**config.mk**
```make
export PLATFORM = sky130hd
export DESIGN_NAME = led_pattern_ctrl
export DESIGN_NICKNAME = d
export VERILOG_FILES = /design/src/rtl/led_pattern_ctrl_pkg.sv /design/src/rtl/led_channel.sv /design/src/rtl/led_pattern_ctrl.sv
export SDC_FILE = /design/constraint.sdc
export NUM_CORES = 1
export LEC_CHECK = 0
export BUFFER_PORTS_ARGS = -buffer_cell sky130_fd_sc_hd__buf_4
export CELL_PAD_IN_SITES_DETAIL_PLACEMENT = 1
export CELL_PAD_IN_SITES_GLOBAL_PLACEMENT = 1
export CORE_ASPECT_RATIO = 1.5
export CORE_MARGIN = 1
export CORE_UTILIZATION = 45
export CTS_CLUSTER_SIZE = 25
export DETAILED_ROUTE_END_ITERATION = 7
export PLACE_DENSITY_LB_ADDON = 0.1
export SLEW_MARGIN = 10
export SYNTH_ARGS = -nofsm -noshare
export SYNTH_HDL_FRONTEND = slang
export SYNTH_SLANG_ARGS = --single-unit
```
**constraint.sdc**
```tcl
create_clock -name clk -period 3.2 [get_ports clk]
set_input_delay 0.16 -clock clk [delete_from_list [all_inputs] [get_ports clk]]
set_output_delay 0.16 -clock clk [all_outputs]
set_load 0.01 [all_outputs]
```
**src/rtl/led_pattern_ctrl_pkg.sv**
```systemverilog
// Shared definitions for the multi-channel LED pattern controller.
// Holds the channel mode encoding, used by the block and its bench.
package led_pattern_ctrl_pkg;

  typedef enum logic [1:0] {
    MODE_OFF     = 2'd0,
    MODE_ON      = 2'd1,
    MODE_BLINK   = 2'd2,
    MODE_ONESHOT = 2'd3
  } led_mode_e;

endpackage

```
**src/rtl/led_channel.sv**
```systemverilog
// One LED channel: mode/period/count registers plus registered led and busy.
// Ports:
//   clk, rst_n   clock, async active-low reset
//   tick_i       shared prescaler strobe
//   we_i         decoded write enable for this channel
//   cfg_mode_i   mode to load on write
//   cfg_period_i period to load on write
//   led_o        LED drive, 1 = lit
//   busy_o       1 while a ONESHOT pulse is in progress
module led_channel
  import led_pattern_ctrl_pkg::*;
#(
  parameter int          CNT_W      = 16,
  parameter int          RST_PERIOD = 499,
  parameter logic [1:0]  RST_MODE   = 2'd2
) (
  input  logic             clk,
  input  logic             rst_n,
  input  logic             tick_i,
  input  logic             we_i,
  input  logic [1:0]       cfg_mode_i,
  input  logic [CNT_W-1:0] cfg_period_i,
  output logic             led_o,
  output logic             busy_o
);

  led_mode_e        mode_q, mode_d;
  logic [CNT_W-1:0] period_q, period_d;
  logic [CNT_W-1:0] count_q, count_d;
  logic             led_q, led_d;
  logic             busy_q, busy_d;

  always_ff @(posedge clk or negedge rst_n) begin
    if (!rst_n) begin
      mode_q   <= led_mode_e'(RST_MODE);
      period_q <= CNT_W'(RST_PERIOD);
      count_q  <= '0;
      led_q    <= 1'b0;
      busy_q   <= 1'b0;
    end else begin
      mode_q   <= mode_d;
      period_q <= period_d;
      count_q  <= count_d;
      led_q    <= led_d;
      busy_q   <= busy_d;
    end
  end

  always_comb begin
    mode_d   = mode_q;
    period_d = period_q;
    count_d  = count_q;
    led_d    = led_q;
    busy_d   = busy_q;
    if (we_i) begin
      // A write takes priority over a coincident tick and restarts the pattern lit.
      mode_d   = led_mode_e'(cfg_mode_i);
      period_d = cfg_period_i;
      count_d  = '0;
      led_d    = (cfg_mode_i != MODE_OFF);
      busy_d   = (cfg_mode_i == MODE_ONESHOT);
    end else begin
      unique case (mode_q)
        MODE_OFF: begin
          led_d   = 1'b0;
          busy_d  = 1'b0;
          count_d = '0;
        end
        MODE_ON: begin
          led_d   = 1'b1;
          busy_d  = 1'b0;
          count_d = '0;
        end
        MODE_BLINK: begin
          busy_d = 1'b0;
          if (tick_i) begin
            if (count_q == period_q) begin
              led_d   = ~led_q;
              count_d = '0;
            end else begin
              count_d = count_q + 1'b1;
            end
          end
        end
        MODE_ONESHOT: begin
          if (tick_i) begin
            if (count_q == period_q) begin
              // Pulse expired: park the channel in OFF.
              led_d   = 1'b0;
              busy_d  = 1'b0;
              mode_d  = MODE_OFF;
              count_d = '0;
            end else begin
              count_d = count_q + 1'b1;
            end
          end
        end
        default: ;
      endcase
    end
  end

  assign led_o  = led_q;
  assign busy_o = busy_q;

endmodule

```
**src/rtl/led_pattern_ctrl.sv**
```systemverilog
// Multi-channel LED pattern controller: shared prescaler plus per-channel
// OFF/ON/BLINK/ONESHOT engines configured through a one-cycle write strobe.
// Ports:
//   clk, rst_n   10 kHz LFOSC clock, async active-low reset
//   cfg_we       config write strobe
//   cfg_ch       target channel; indices >= NUM_CH are ignored
//   cfg_mode     0 OFF, 1 ON, 2 BLINK, 3 ONESHOT
//   cfg_period   period P; toggle/hold every P+1 ticks
//   led          per-channel LED drive
//   busy         per-channel ONESHOT-in-progress
//   tick         prescaler strobe, one clk every PRESCALE clks
module led_pattern_ctrl
  import led_pattern_ctrl_pkg::*;
#(
  parameter int         NUM_CH     = 4,
  parameter int         CNT_W      = 16,
  parameter int         PRESCALE   = 10,
  parameter int         RST_PERIOD = 499,
  parameter logic [1:0] RST_MODE   = 2'd2,
  localparam int        CH_W       = (NUM_CH > 1) ? $clog2(NUM_CH) : 1
) (
  input  logic              clk,
  input  logic              rst_n,
  input  logic              cfg_we,
  input  logic [CH_W-1:0]   cfg_ch,
  input  logic [1:0]        cfg_mode,
  input  logic [CNT_W-1:0]  cfg_period,
  output logic [NUM_CH-1:0] led,
  output logic [NUM_CH-1:0] busy,
  output logic              tick
);

  localparam int PS_W = (PRESCALE > 1) ? $clog2(PRESCALE) : 1;
  localparam logic [PS_W-1:0] PS_LAST = PS_W'(PRESCALE - 1);

  logic [PS_W-1:0] ps_q, ps_d;
  logic            tick_q, tick_d;

  // tick is registered: it is set on the edge that loads PS_LAST so it is high
  // exactly while the prescaler holds PS_LAST (constantly high for PRESCALE=1).
  always_comb begin
    ps_d   = (ps_q == PS_LAST) ? '0 : ps_q + 1'b1;
    tick_d = (ps_d == PS_LAST);
  end

  always_ff @(posedge clk or negedge rst_n) begin
    if (!rst_n) begin
      ps_q   <= '0;
      tick_q <= 1'b0;
    end else begin
      ps_q   <= ps_d;
      tick_q <= tick_d;
    end
  end

  assign tick = tick_q;

  for (genvar i = 0; i < NUM_CH; i++) begin : g_ch
    // Equality decode: out-of-range indices match no channel.
    logic we_ch;
    assign we_ch = cfg_we && (cfg_ch == CH_W'(i));

    led_channel #(
      .CNT_W      (CNT_W),
      .RST_PERIOD (RST_PERIOD),
      .RST_MODE   (RST_MODE)
    ) u_ch (
      .clk          (clk),
      .rst_n        (rst_n),
      .tick_i       (tick_q),
      .we_i         (we_ch),
      .cfg_mode_i   (cfg_mode),
      .cfg_period_i (cfg_period),
      .led_o        (led[i]),
      .busy_o       (busy[i])
    );
  end

endmodule

```
==> reports/qor.yml <==
synth:
  synth_nets: 840
  netlist_instances: 801
  synth_top_family_by_area: "simple AND/OR/NAND/NOR gates"
  top_cell_type_s_share_of_synthesized_area_pct: 38.4
  synth-warning-count: 0
  synth_compound_gate_area_share_pct: 6.04
  synth_fa_ha_area_share_pct: 2.62
  synth_flop_cell: "dfrtp_1"
  synth_largest_area_cell: "dfrtp_1"
  netlist_area_mm2: 0.00763
  synth_async_sr_flop_share_pct: 100
  post_synthesis_mux_area_share_pct: 2.95
  synth.lib_cells_used.distinct: 56
  synthXorXnorAreaFrac_pct: 13.0
  synth_edf_count: 0
  synth-seq-area-share_pct: 49.4
  synth_seq_cells: 149
  syn_avg_cell_area_um2: 9.52
  simple_gate_portion_of_the_synthesized_area_pct: 22.7
  post_synth_main_area_contributors: "dfrtp_1, dfstp_2, xor2_1"
timing:
  fmaxAchievable_ghz: 0.422
  setup_viol_count_final: 0
  slew_violations: 0
  final.setup.tns_ps: 0
  unrepaired_setup_endpoints_after_global_routing: "no"
  hold-worst-slack_ps: 17.6
  worst_pin_slew_ps: 895
  worst_slew_margin_rel_pct: 39.4
  final_period_minus_worst_setup_slack_ps: 2370
  final.setup_skew_ps: 10.2
  timing.final.crit_share_pct: 74.1
  timing.final.hold_violations: 0
detailed_routing:
  dr.first_iter.drc_count: 312
  vias: 5932
  firstDrtPassIters: 4
  totalWireLength_mm: 21.1
  wl_per_cell_um: 19.9
  drtAntennaViolNets: 0
  vias_per_cell: 5.59
  detail_route.drc_violations: 0
layout:
  seq_area_mm2: 0.00377
  fillers: 1886
  multi_input_comb_area_mm2: 0.00360
  flow.area_growth_from_synthesis_pct: 15.1
  finalInstanceArea_mm2: 0.00878
  drive_above_1_share_pct: 15.7
  layout.cells.most_common_list: "nand2_1, dfrtp_1, xor2_1"
  layoutNonFillerInstCount: 1061
  layout.cells.most_common: "nand2_1"
  n_antenna_cell: 0
  design.final.nets: 881
floorplan:
  fp.dieH_um: 161
  die-width_um: 108
  core_area_mm2: 0.0164
  core.rowCount: 57
  fp.dieArea_mm2: 0.0175
  top_level_ports: 32
  starting_density_of_the_core_pct: 46.5
grt:
  largest_net_degree_at_the_start_of_global_routing: 81
  first_global_vias: 6422
  grt_antenna_before_repair: 0
  grt_remaining_overflow: 0
  grt_first_pass_wirelength_mm: 34.4
  grt_use_total_pct: 26.1
setup_path:
  worst-r2r-setup-slack_ps: 830
  critical_path_arrival_ps: 2680
  reg2reg_to: "g_ch[0].u_ch.led_o"
  critical-path-max-stage-delay_ps: 430
  timing.critical_path.from: "g_ch[0].u_ch.count_q[9]"
  worstSetupStartpointType: "flip-flop"
  path_delay_family: "simple AND/OR/NAND/NOR gates"
  worst_setup_path_end_kind: "flip-flop"
  crit_cells: 6
  cp_cell_sequence: "xor2_1 -> nor4_1 -> nand4_1 -> o211ai_1 -> buf_4 -> mux2_2"
  cp_data_required_time_ps: 3510
  timing.setup.critical_path_class: "flip-flop to flip-flop"
  critical_path_peak_fanout: 13
  worstRegToRegCells: 6
  cp_slowest_cell: "dfrtp_1"
  critical_path.endpoint: "g_ch[0].u_ch.led_o"
  critical_path.reg2reg.startpoint: "g_ch[0].u_ch.count_q[9]"
  critPathBufInv: 1
placement:
  postPlaceCellArea_mm2: 0.00805
  finalWeightedCongestion: 0.826
  detailedPlacementHpwl_mm: 14.7
  placement.io_buffers: 31
  dp.cells: 1015
clock_tree:
  max-clock-path-buffers: 2
  cts.sink_count: 149
  htree_levels: 4
  cts.reportedPaths.clkPinSlew_ps: 60
  cts_root_buf: "clkbuf_16"
  ctsResizeCount: 0
  clk_latency_ps: 430
  cts_buffers: 17
  tritoncts_clock_tree: "built"
pwr:
  power.density_mw_per_mm2: 570
  power.leakage_nw: 4.18
  p_total_mw: 5.01
  ir_drop_v: 0.000336
worst_hold_path:
  min-delay-path-class: "primary input to flip-flop"
flow_run:
  maxCapViolations: 0
outcome:
  run_status: "complete, no violations"
state kept, by name (all words and copies together), names as in the netlist:
name and count:
g_ch.u_ch.led_o 4, g_ch.u_ch.busy_o 4, g_ch.u_ch.period_q 64, tick 1, g_ch.u_ch.mode_q 8, ps_q 4, g_ch.u_ch.count_q 64
final cells by class:
| type | instances | area share (%) |
|---|---|---|
| sequential | 149 | 42.9 |
| tap | 206 | 2.93 |
| timing repair buffer | 58 | 5.54 |
| multi-input combinational | 596 | 41.0 |
| inverter | 20 | 0.855 |
| clock buffer | 19 | 4.93 |
| clock inverter | 13 | 1.79 |
worst min path at each step:
stage	slack, ps	endpoint	from	cells after the start
finish	20	g_ch[3].u_ch.period_q[13]	cfg_period[13]	3
detailed placement	270	g_ch[3].u_ch.count_q[9]	rst_n	1
CTS	5	g_ch[1].u_ch.period_q[13]	cfg_period[13]	3
floorplan	-140	g_ch[0].u_ch.busy_o	rst_n	0
global route	10	g_ch[3].u_ch.period_q[13]	cfg_period[13]	3
global placement	260	g_ch[3].u_ch.count_q[9]	rst_n	1
report_power, final:
group          internal, mW  switching (mW)  leakage (nW)
Combinational         0.296           0.415          2.02
Sequential             2.11           0.142          1.88
Clock                  1.22           0.821         0.279
Total                  3.63            1.38          4.18
metal layers:
layer | share of wire [%] | track usage (%) | routed length, um
met1 | 42 | 32.4 | 8910
met2 | 53 | 45.4 | 11200
met5 | 0 | 0 | 0
met3 | 2.2 | 3.83 | 468
met4 | 2.5 | 9.40 | 532
cell usage after synthesis, types with 2 or more instances:
| master | n |
|---|---|
| or3b_2 | 2 |
| o311a_1 | 2 |
| nor3_1 | 17 |
| buf_4 | 8 |
| nand3_1 | 26 |
| o22ai_1 | 8 |
| o311ai_1 | 2 |
| a31oi_1 | 10 |
| nor2_1 | 70 |
| mux2_2 | 20 |
| dfrtp_1 | 117 |
| a311oi_1 | 3 |
| nor2b_1 | 6 |
| a21o_1 | 3 |
| a22o_1 | 2 |
| ha_1 | 16 |
| o211ai_1 | 2 |
| a32o_1 | 2 |
| xor2_1 | 85 |
| nor4_1 | 21 |
| and4_1 | 6 |
| and3_1 | 9 |
| nand2_1 | 183 |
| a21oi_1 | 4 |
| dfstp_2 | 32 |
| inv_1 | 20 |
| xnor2_1 | 28 |
| or3_1 | 2 |
| nand3b_1 | 4 |
| buf_1 | 2 |
| nand4_1 | 15 |
| nor4b_1 | 3 |
| buf_2 | 5 |
| or2_2 | 2 |
| o21ai_0 | 22 |
| clkbuf_1 | 19 |
| o31ai_1 | 4 |
timing repair:
item	in CTS	in global routing
buffers inserted	0	0
hold endpoints to repair	98	0
hold buffers	14	0
metrics by stage:
step           util, %  worst slack (ps)
6_report          53.5               830
5_1_grt           53.5               757
4_1_cts           53.5               854
3_5_place_dp      49.1               846
3_3_place_gp      49.1               973
2_1_floorplan        -              1150
cells by family after synthesis:
kind of cell | count (synthesis)
AO/OA/AOI/OAI | 70
XOR/XNOR | 113
adder cells (fa/ha/maj) | 16
buffers and inverters | 56
flip-flops | 149
multiplexers | 20
AND/OR/NAND/NOR | 377
worst register-to-register path: stages, from the launching register on:
cell and delay [ps]:
dfrtp_1 430, xor2_1 180, nor4_1 420, nand4_1 360, o211ai_1 290, buf_4 230
mux2_2 350
Note: power is estimated with default switching activity, not from simulation.
